File: config.mk
export PLATFORM = sky130hd
export DESIGN_NAME = sync_ram_read_ctrl
export DESIGN_NICKNAME = d
export VERILOG_FILES = /design/src/rtl/sync_ram_read_ctrl.sv
export SDC_FILE = /design/constraint.sdc
export NUM_CORES = 1
export LEC_CHECK = 0
export CORE_ASPECT_RATIO = 0.8
export CORE_UTILIZATION = 45
export DETAILED_ROUTE_END_ITERATION = 7
export GPL_TIMING_DRIVEN = 0
export HOLD_SLACK_MARGIN = 0.08
export PLACE_DENSITY_LB_ADDON = 0.1
export SYNTH_ARGS = -nofsm -noshare
export SYNTH_HDL_FRONTEND = slang
export SYNTH_SLANG_ARGS = --single-unit
File: constraint.sdc
create_clock -name clk_i -period 2.47 [get_ports clk_i]
set_input_delay 0.3705 -clock clk_i [delete_from_list [all_inputs] [get_ports clk_i]]
set_output_delay 0.3705 -clock clk_i [all_outputs]
set_load 0.01 [all_outputs]
File: src/rtl/sync_ram_read_ctrl.sv
// sync_ram_read_ctrl: read-side client for a 1-cycle synchronous RAM with write forwarding
// and a 2-entry response buffer so a stalled consumer never loses data.
module sync_ram_read_ctrl #(
  parameter int ADDR_WIDTH = 6,
  parameter int DATA_WIDTH = 32
) (
  input  logic                  clk_i,
  input  logic                  rst_ni,
  input  logic                  flush_i,
  input  logic                  req_valid_i,
  output logic                  req_ready_o,
  input  logic [ADDR_WIDTH-1:0] req_addr_i,
  output logic [ADDR_WIDTH-1:0] ram_raddr_o,
  input  logic [DATA_WIDTH-1:0] ram_rdata_i,
  input  logic                  we1_i,
  input  logic [ADDR_WIDTH-1:0] waddr1_i,
  input  logic [DATA_WIDTH-1:0] wdata1_i,
  input  logic                  we2_i,
  input  logic [ADDR_WIDTH-1:0] waddr2_i,
  input  logic [DATA_WIDTH-1:0] wdata2_i,
  output logic                  resp_valid_o,
  input  logic                  resp_ready_i,
  output logic [ADDR_WIDTH-1:0] resp_addr_o,
  output logic [DATA_WIDTH-1:0] resp_data_o
);
  logic                  r_inflight, r_fwd, r_wptr, r_rptr;
  logic [1:0]            r_count;
  logic [ADDR_WIDTH-1:0] r_addr;
  logic [DATA_WIDTH-1:0] r_fwd_data;
  logic [ADDR_WIDTH-1:0] r_faddr [2];
  logic [DATA_WIDTH-1:0] r_fdata [2];
  logic                  w_accept, w_empty, w_hit1, w_hit2, w_push, w_pop;
  logic [DATA_WIDTH-1:0] w_cand;

  assign ram_raddr_o  = req_addr_i;
  assign w_empty      = r_count == 2'd0;
  assign req_ready_o  = ~flush_i & (({1'b0, r_count} + {2'b0, r_inflight}) < 3'd2);
  assign w_accept     = req_valid_i & req_ready_o;
  assign w_hit1       = we1_i & (waddr1_i == req_addr_i);
  assign w_hit2       = we2_i & (waddr2_i == req_addr_i);
  assign w_cand       = r_fwd ? r_fwd_data : ram_rdata_i;
  assign resp_valid_o = ~flush_i & (~w_empty | r_inflight);
  assign resp_addr_o  = ~resp_valid_o ? '0 : w_empty ? r_addr : r_faddr[r_rptr];
  assign resp_data_o  = ~resp_valid_o ? '0 : w_empty ? w_cand : r_fdata[r_rptr];
  // The fresh read is buffered unless it bypasses straight to the consumer.
  assign w_push       = r_inflight & ~(w_empty & resp_ready_i);
  assign w_pop        = resp_valid_o & resp_ready_i & ~w_empty;

  always_ff @(posedge clk_i or negedge rst_ni) begin
    if (!rst_ni) begin
      r_inflight <= 1'b0;
      r_fwd      <= 1'b0;
      r_wptr     <= 1'b0;
      r_rptr     <= 1'b0;
      r_count    <= 2'd0;
      r_addr     <= '0;
      r_fwd_data <= '0;
      for (int i = 0; i < 2; i++) begin
        r_faddr[i] <= '0;
        r_fdata[i] <= '0;
      end
    end else if (flush_i) begin
      r_inflight <= 1'b0;
      r_fwd      <= 1'b0;
      r_wptr     <= 1'b0;
      r_rptr     <= 1'b0;
      r_count    <= 2'd0;
    end else begin
      r_inflight <= w_accept;
      if (w_accept) begin
        r_addr     <= req_addr_i;
        r_fwd      <= w_hit1 | w_hit2;
        // Port 2 is written last by the RAM, so it wins a double hit.
        r_fwd_data <= w_hit2 ? wdata2_i : wdata1_i;
      end
      if (w_push) begin
        r_faddr[r_wptr] <= r_addr;
        r_fdata[r_wptr] <= w_cand;
        r_wptr          <= ~r_wptr;
      end
      if (w_pop) r_rptr <= ~r_rptr;
      r_count <= r_count + {1'b0, w_push} - {1'b0, w_pop};
    end
  end
endmodule

==> flow_summary_export.csv, run 1 <==
group,metric,value,unit
yosys,synthCells,662,
grt,grt_pass1_wl,30.04,mm
critical_path,critical_path_peak_fanout,10,
place,hpwlAfterDp,13.29,mm
timing,timing.fmax,0.4138,GHz
pwr,p_total,8541,uW
drt,wl_per_cell,18.41,um
pwr,p_per_area,946.5,mW/mm^2
place,pre_cts_slack,-409.2,ps
clock_tree,htreeDepth,4,
timing,layout_setup_ws,53.66,ps
place,port_buffers,165,
grt,antenna_found_initial,0,
yosys,syn_avg_cell_area,9.505,um^2
cells_and_area,area_growth,43.41,%
timing,finalCritPeriodShare,0.9783,
drt,drcViolationCount,0,
cells_and_area,n_fill_cell,1096,
clock_tree,cts_buffer_depth,2,
timing,fin_skew,6.762,ps
floorplanning,initial_core_util,0.4627,
critical_path,critPathCaptureType,"output port",
floorplanning,core.rowCount,38,
critical_path,cp.arrival,2050,ps
timing,drv_slew,0,
floorplanning,ios,167,
clock_tree,cts_tree,"yes",
grt,grt_start_max_net_pins,106,
yosys,synth_cell_types,27,
yosys,netlist_area,0.006292,mm^2
cells_and_area,drive_above_1_share,0.1448,
pwr,total_leakage_power,0.003765,uW
yosys,ys_ff_latch,120,
clock_tree,clk_pin_slew,50,ps
timing,tightest_slew,681.0,ps
critical_path,worstPathRequired,2100,ps
pwr,p_sw_frac,0.3170,
pwr,p_sw,2708,uW
critical_path,crit_path_start_kind,"flip-flop",
floorplanning,die-area,0.01446,mm^2
pwr,p_int,5833,uW
flow_run,drv_cap,0,
floorplanning,die_w,134.2,um
cells_and_area,antenna-diode-count,0,
timing,setup_violations,0,
critical_path,r2r_cells,6,
cells_and_area,finalNetCount,973,
clock_tree,cts_buffers,17,
pwr,irDropWorstVdd,0.6377,mV
floorplanning,die_h,107.8,um
hold_path,hp-class,"primary input to flip-flop",
drt,vias,5865,
grt,grt_overflow,0,
clock_tree,clockRootBuffer,"clkbuf_16",
clock_tree,clkLatencyLatePin,410,ps
grt,grt_usage,0.2727,
pwr,pwr-share-comb,0.301,
cells_and_area,final_area,0.009024,mm^2
drt,via_per_inst,5.623,
pwr,clockPowerShare,0.334,
drt,drtIter0Drc,484,
yosys,synth_seq_area_share,0.4772,
yosys,yosysWarnings,0,
yosys,synthesis.nets,785,
drt,antenna_left,0,
clock_tree,cts.sinks,120,
outcome,status,"completed",
place,placed_area,0.008198,mm^2
pwr,p_seq_frac,0.365,
grt,grt_pass1_vias,5873,
timing,hold_viol_final,0,
floorplanning,core,0.01360,mm^2
timing,max_slew_margin,0.5460,
drt,dr.pass1.iters,7,
timing,fin_crit,2416,ps
place,gp_congestion,0.8456,
critical_path,path_class,"flip-flop to output port",
hold_path,hold_depth,2,
drt,drt_wl_total,19.21,mm
## flip-flops by register name (all words and copies together), names as in the netlist
name,count
r_fwd,1
r_wptr,1
r_addr,6
r_rptr,1
r_count,2
r_faddr,12
r_fwd_data,32
r_inflight,1
r_fdata,64
## metal layers
metal  share of wire  vias up  global-route usage  routed length, um
met3           0.067       32             0.06026               1285
met1            0.44     2858              0.3535               8429
met2            0.48      240              0.4497               9154
li1                -     2735                   -                  -
met5               0        -                   0                  0
met4           0.018        0             0.09711                337
## path summary, 6_finish.rpt
path	startpoint	endpoint	slack, ps
max in group asynchronous	rst_ni	r_fdata[44]	1370
max reg2reg	r_count[1]	r_fdata[33]	300
min in group asynchronous	rst_ni	r_addr[1]	350
min reg2reg	r_faddr[9]	r_faddr[9]	490
max	r_rptr	resp_data_o[9]	50
min	flush_i	r_rptr	310
## metrics by stage
step	cells	hold WS, ps	TNS, ps	utilization
finish	1043	307.7	0	0.6636
floorplan	662	74.91	0	-
global route	1043	334.5	-40.16	0.6636
global placement	1007	469.4	-434410	0.6008
CTS	1042	296.4	0	0.6593
detailed placement	1008	213.3	-16980	0.6029
## cells in the mapped netlist
cell type	count	share of area
nor2_1	75	0.045
a311oi_1	1	0.0014
nand2_1	84	0.050
inv_1	4	0.0024
mux2_2	6	0.011
or4_1	1	0.0012
inv_2	1	0.00060
a211oi_1	71	0.085
a21oi_1	64	0.051
dfrtp_1	120	0.48
nor2b_1	33	0.033
xnor2_1	11	0.015
nor2_2	1	0.00099
mux2i_1	38	0.060
ha_1	2	0.0040
mux2_1	6	0.011
clkbuf_1	22	0.013
o211ai_1	64	0.076
buf_1	2	0.0012
nand4_1	2	0.0020
or2_2	2	0.0020
nand3_1	1	0.00079
a21o_1	2	0.0024
xor2_1	5	0.0070
a2111oi_4	2	0.0087
buf_4	12	0.014
buf_2	30	0.024
## cell type report
type                       count  area (um^2)  share of cell area
timing repair buffer         171         1670              0.1851
clock inverter                14        246.5             0.02732
tap                          180        225.2             0.02496
buffer                        64        406.6             0.04506
clock buffer                  18        439.2             0.04867
inverter                       5        18.77            0.002080
sequential                   120         3005              0.3331
multi-input combinational    471         3012              0.3337
## power groups by stage
stage | registers, uW | clock network (uW) | logic (uW)
finish | 3120 | 2860 | 2570
CTS | 3100 | 2880 | 2520
global route | 3190 | 2980 | 2830
global placement | 3070 | 0 | 2390
detailed placement | 3110 | 0 | 2470
floorplan | 3010 | 0 | 1600
## kinds of logic (layout without fill, tap and decap cells)
| family | count (synthesis) | after routing | share of synthesized area |
|---|---|---|---|
| multiplexers | 50 | 50 | 0.08192 |
| adder cells (fa/ha/maj) | 2 | 2 | 0.003976 |
| flip-flops | 120 | 120 | 0.4772 |
| buffers and inverters | 71 | 272 | 0.05548 |
| XOR/XNOR | 16 | 16 | 0.02227 |
| AO/OA/AOI/OAI | 204 | 204 | 0.2245 |
| AND/OR/NAND/NOR | 199 | 199 | 0.1346 |
## critical path, stage by stage, from the launching register on
cell	delay [ps]
dfrtp_1	310
buf_2	220
clkbuf_8	220
clkbuf_4	230
a211oi_1	100
a211oi_1	260
dlygate4sd2_1	300
## what timing repair did
action                     CTS  global route
hold endpoints to repair    15             0
setup endpoints to repair   39            25
gates resized for setup     74            32
hold buffers                 1             0
pin swaps                    2             5
buffers inserted             3             1
## layout by cell type, fill, tap and decap left out, drive strengths merged, types with 11 or more instances in the layout
master,instances
clkdlybuf4s50,126
dfrtp,120
nand2,84
nor2,76
a211oi,71
a21oi,64
o211ai,64
buf,53
clkbuf,39
mux2i,38
nor2b,33
dlygate4sd2,30
mux2,12
xnor2,11
No activity file was read; power rests on OpenSTA's default activity.
==> inputs of run 2 (changes only) <==
--- a/config.mk
+++ b/config.mk
@@ -10,7 +10,7 @@
 export DETAILED_ROUTE_END_ITERATION = 7
 export GPL_TIMING_DRIVEN = 0
 export HOLD_SLACK_MARGIN = 0.08
-export PLACE_DENSITY_LB_ADDON = 0.1
+export PLACE_DENSITY = 0.75
 export SYNTH_ARGS = -nofsm -noshare
 export SYNTH_HDL_FRONTEND = slang
 export SYNTH_SLANG_ARGS = --single-unit
==> constraint.sdc (replaced) <==
create_clock -name clk_i -period 2.8 [get_ports clk_i]
set_input_delay 0.42 -clock clk_i [delete_from_list [all_inputs] [get_ports clk_i]]
set_output_delay 0.42 -clock clk_i [all_outputs]
set_load 0.01 [all_outputs]
==> flow_summary_export.csv, run 2 (synthesis gave the netlist of run 1 again) <==
group,metric,value,unit
critical_path,cp.arrival,2260,ps
floorplanning,die_w,134.2,um
floorplanning,die_h,107.8,um
grt,grt_usage,0.2751,
drt,dr.pass1.iters,5,
clock_tree,htreeDepth,4,
timing,drv_slew,0,
clock_tree,clockRootBuffer,"clkbuf_16",
grt,antenna_found_initial,0,
cells_and_area,n_fill_cell,1057,
cells_and_area,seq_area,0.003005,mm^2
cells_and_area,multiInputGateArea,0.002960,mm^2
clock_tree,cts_buffers,17,
timing,timing.fmax,0.3738,GHz
timing,tightest_slew,650.3,ps
drt,drt_wl_total,19.01,mm
critical_path,slowest_stage,"clkdlybuf4s50_1",
cells_and_area,final_common_cell,"clkdlybuf4s50_1",
clock_tree,cts_tree,"yes",
grt,grt_overflow,0,
critical_path,critPathTopFamily,"buffers and inverters",
timing,fin_crit,2675,ps
cells_and_area,finalNonFillerCells,1039,
place,port_buffers,165,
critical_path,path_common_cell,"inv_1",
cells_and_area,drive_above_1_share,0.1199,
drt,via_per_inst,5.576,
timing,layout_setup_ws,124.9,ps
cells_and_area,utilization,0.6590,
timing,finalCritPeriodShare,0.9554,
grt,grt_pass1_wl,30.12,mm
cells_and_area,antenna-diode-count,0,
place,gp_congestion,0.8334,
hold_path,hp-class,"primary input to flip-flop",
floorplanning,die-area,0.01446,mm^2
pwr,p_per_area,820.5,mW/mm^2
outcome,status,"completed",
pwr,total_leakage_power,0.003910,uW
critical_path,cp_num_buf_inv,5,
grt,grt_pass1_vias,5903,
clock_tree,cts_buffer_depth,2,
drt,wl_per_cell,18.30,um
place,hpwlAfterDp,13.44,mm
timing,hold_ws,360.0,ps
cells_and_area,area_growth,42.41,%
critical_path,path_class,"flip-flop to output port",
timing,tns,0,ps
critical_path,critical_path_peak_fanout,10,
cells_and_area,finalNetCount,970,
place,dp.cells,1008,
timing,max_slew_margin,0.5665,
critical_path,crit_chain,"inv_1 > a21o_1 > buf_2 > buf_4 > inv_1 > clkdlybuf4s50_1",
critical_path,critPathCaptureType,"output port",
clock_tree,cts.sinks,120,
floorplanning,ios,167,
clock_tree,clkLatencyLatePin,410,ps
pwr,irDropWorstVdd,0.5763,mV
floorplanning,initial_core_util,0.4627,
cells_and_area,largest_reg_flops,64,
timing,rsz0062_at_grt,"false",
flow_run,drv_cap,0,
place,pre_cts_slack,-92.60,ps
drt,drtIter0Drc,459,
timing,setup_violations,0,
floorplanning,core.rowCount,38,
critical_path,cpPeakStageDelay,470,ps
critical_path,crit_path_start_kind,"flip-flop",
drt,antenna_left,0,
cells_and_area,regMostFlops,"r_fdata",
drt,vias,5793,
drt,drcViolationCount,0,
floorplanning,core,0.01360,mm^2
critical_path,worstPathRequired,2380,ps
timing,fin_skew,6.213,ps
cells_and_area,layout_common_cells,"clkdlybuf4s50_1, dfrtp_1, nand2_1",
cells_and_area,reg_top3,"r_fdata x64, r_fwd_data x32, r_faddr x12",
timing,hold_viol_final,0,
grt,grt_start_max_net_pins,86,
clock_tree,clk_pin_slew,50,ps
-- run 2: changes by cell type in the layout (fill, tap and decap cells not counted), sizes merged --
cell / before / now
dlygate4sd2: 30 / 10
dlymetal6s2s: 3 / 20
clkdlybuf4s50: 126 / 134
buf: 53 / 47
bufinv: 6 / 5
clkdlybuf4s15: 1 / 0
inv: 6 / 5
-- run 2: timing repair --
action                     in CTS  in global routing
gates cloned                    0                  0
hold endpoints to repair       35                  0
setup endpoints to repair      39                 26
hold buffers                    1                  0
gates resized for setup        35                 28
buffers inserted                1                  0
pin swaps                       1                  0
-- run 2: final cells by class --
class | instances | area share
clock inverter | 12 | 0.02234
tap | 180 | 0.02513
inverter | 5 | 0.002094
sequential | 120 | 0.3354
multi-input combinational | 471 | 0.3304
buffer | 64 | 0.04161
clock buffer | 19 | 0.04943
timing repair buffer | 168 | 0.1937
-- run 2: power breakdown --
part	internal, uW	switching (uW)	total, uW
Sequential	2390	368	2760
Combinational	1050	1180	2230
Clock	1590	769	2360
Total	5030	2320	7350
-- run 2: worst reg2reg max path: cells and delay by family, from the launching register on --
family                 cells  cell delay [ps]
AND/OR/NAND/NOR            1               60
buffers and inverters      3              770
AO/OA/AOI/OAI              2              750
flip-flops                 1              410
-- run 2: path summary, 6_finish.rpt --
check                           slack (ps)            to  startpoint  cells past startpoint
worst min register to register         490    r_faddr[3]  r_faddr[3]                      1
worst max-delay path                   120  resp_valid_o  r_inflight                      6
min in group asynchronous              470    r_faddr[1]      rst_ni                      2
worst min-delay path                   360        r_wptr     flush_i                      2
max in group asynchronous             1600   r_fdata[19]      rst_ni                      3
worst max register to register         670   r_fdata[37]  r_count[1]                      6
-- run 2: through the flow --
step | power [uW] | area [um^2]
floorplan | 4063 | 6292
global placement | 4811 | 8169
detailed placement | 4942 | 8198
CTS | 7368 | 8909
global route | 7732 | 8961
finish | 7353 | 8961
-- run 2: per-layer routing --
metal / vias up / GRT usage / wire, um
met5: - / 0 / 0
met4: 0 / 0.1100 / 406
met3: 32 / 0.06403 / 1483
met2: 274 / 0.4452 / 8868
met1: 2768 / 0.3573 / 8255
li1: 2719 / - / -
==> inputs of run 3 (changes only) <==
--- a/config.mk
+++ b/config.mk
@@ -6,11 +6,11 @@
 export NUM_CORES = 1
 export LEC_CHECK = 0
 export CORE_ASPECT_RATIO = 0.8
-export CORE_UTILIZATION = 45
+export CORE_UTILIZATION = 50
 export DETAILED_ROUTE_END_ITERATION = 7
 export GPL_TIMING_DRIVEN = 0
 export HOLD_SLACK_MARGIN = 0.08
-export PLACE_DENSITY = 0.75
+export PLACE_DENSITY = 0.82
 export SYNTH_ARGS = -nofsm -noshare
 export SYNTH_HDL_FRONTEND = slang
 export SYNTH_SLANG_ARGS = --single-unit
==> flow_summary_export.csv, run 3 (synthesis gave the netlist of run 1 again) <==
group,metric,value,unit
clock_tree,cts.sinks,120,
floorplanning,initial_core_util,0.5155,
timing,hold_viol_final,0,
cells_and_area,final_common_cell,"clkdlybuf4s50_1",
timing,drv_slew,0,
critical_path,cp.arrival,2350,ps
drt,wl_per_cell,18.90,um
grt,grt_pass1_wl,30.77,mm
cells_and_area,area_growth,43.13,%
cells_and_area,final_area,0.009006,mm^2
pwr,p_per_area,837.4,mW/mm^2
clock_tree,cts_buffer_depth,2,
floorplanning,core,0.01221,mm^2
critical_path,crit_path_start_kind,"flip-flop",
critical_path,cp_num_buf_inv,4,
clock_tree,cts_buffers,17,
cells_and_area,drive_above_1_share,0.1244,
drt,antenna_left,0,
floorplanning,ios,167,
pwr,total_leakage_power,0.003921,uW
timing,finalCritPeriodShare,0.9876,
grt,grt_overflow,0,
drt,drtIter0Drc,681,
flow_run,drv_cap,0,
timing,fin_skew,5.895,ps
clock_tree,cts_tree,"yes",
floorplanning,die_w,127.4,um
timing,tightest_slew,667.3,ps
critical_path,worstPathRequired,2380,ps
timing,setup_violations,0,
cells_and_area,antenna-diode-count,0,
drt,drt_wl_total,19.49,mm
place,placed_area,0.008187,mm^2
clock_tree,clk_pin_slew,60,ps
cells_and_area,n_fill_cell,862,
pwr,irDropWorstVdd,0.5462,mV
grt,grt_start_max_net_pins,108,
cells_and_area,regMostFlops,"r_fdata",
clock_tree,htreeDepth,4,
cells_and_area,reg_top3,"r_fdata x64, r_fwd_data x32, r_faddr x12",
cells_and_area,layout_common_cells,"clkdlybuf4s50_1, dfrtp_1, nand2_1",
critical_path,path_class,"flip-flop to output port",
floorplanning,die-area,0.01304,mm^2
place,pre_cts_slack,-153.8,ps
timing,layout_setup_ws,34.64,ps
floorplanning,core.rowCount,36,
cells_and_area,finalNonFillerCells,1031,
critical_path,cpPeakStageDelay,590,ps
grt,grt_pass1_vias,6093,
critical_path,critical_path_peak_fanout,10,
floorplanning,die_h,102.3,um
timing,fin_crit,2765,ps
outcome,status,"completed",
cells_and_area,finalNetCount,970,
grt,grt_usage,0.3136,
drt,drcViolationCount,0,
timing,max_slew_margin,0.5551,
critical_path,critPathCaptureType,"output port",
cells_and_area,seq_area,0.003004,mm^2
drt,vias,5938,
clock_tree,clkLatencyLatePin,420,ps
place,dp.cells,999,
drt,dr.pass1.iters,5,
drt,via_per_inst,5.759,
timing,timing.fmax,0.3616,GHz
place,port_buffers,165,
timing,rsz0062_at_grt,"true",
place,hpwlAfterDp,13.64,mm
clock_tree,clockRootBuffer,"clkbuf_16",
grt,antenna_found_initial,0,
hold_path,hp-class,"primary input to flip-flop",
critical_path,slowest_stage,"clkdlybuf4s50_1",
cells_and_area,largest_reg_flops,64,
critical_path,crit_chain,"buf_2 > buf_6 > buf_4 > a211oi_1 > a211oi_2 > clkdlybuf4s50_1",
place,gp_congestion,0.8443,
cells_and_area,multiInputGateArea,0.002969,mm^2
critical_path,critPathTopFamily,"buffers and inverters",
run 3: changes by cell type in the layout (fill, tap and decap cells not counted), moves of 2 or more:
cell	before	now
clkbuf_1	12	10
clkbuf_2	6	8
clkbuf_8	2	4
clkdlybuf4s50_1	134	136
run 3: path summary, 6_finish.rpt:
| check | cells after the start | to | slack (ps) | start |
|---|---|---|---|---|
| setup / recovery | 6 | resp_data_o[1] | 30 | r_rptr |
| hold / removal | 2 | r_count[1] | 340 | flush_i |
| setup reg to reg | 5 | r_faddr[5] | 610 | r_count[0] |
| hold reg to reg | 1 | r_faddr[9] | 490 | r_faddr[9] |
| max in group asynchronous | 3 | r_fwd_data[20] | 1630 | rst_ni |
| min in group asynchronous | 2 | r_faddr[0] | 390 | rst_ni |
run 3: layout make-up:
class                      instances  area share
clock buffer                      20     0.05071
inverter                           5    0.002084
multi-input combinational        471      0.3297
timing repair buffer             168      0.1926
tap                              171     0.02376
clock inverter                    12     0.02459
sequential                       120      0.3336
buffer                            64     0.04307
run 3: per-layer routing:
layer | vias to the layer above | wire length (um) | GRT usage
met3 | 53 | 1681 | 0.09581
met4 | 0 | 627 | 0.1511
met5 | - | 0 | 0
li1 | 2726 | - | -
met2 | 309 | 8939 | 0.4998
met1 | 2850 | 8240 | 0.3940
run 3: where the power goes:
group	internal, uW	total [uW]	leakage [uW]	switching, uW
logic	1060	2270	0.00217	1210
clock network	1710	2510	0.000322	796
registers	2390	2760	0.00143	372
total	5160	7540	0.00392	2380
run 3: what timing repair did:
| action | in CTS | in global routing |
|---|---|---|
| buffers inserted | 1 | 0 |
| gates resized for setup | 34 | 37 |
| hold buffers | 1 | 0 |
| pin swaps | 1 | 0 |
| endpoints found under the setup margin | 39 | 22 |
| hold endpoints to repair | 13 | 0 |
run 3: metrics by stage:
step | TNS (ps) | util | power [uW] | hold slack [ps]
after CTS | -24.13 | 0.7322 | 7509 | 332.4
after global placement | -366270 | 0.6683 | 4799 | 468.3
after floorplan | 0 | - | 4063 | 124.4
after detailed placement | -1370 | 0.6707 | 4952 | 252.5
final | 0 | 0.7378 | 7542 | 344.2
after global routing | -53.88 | 0.7378 | 7936 | 336.1
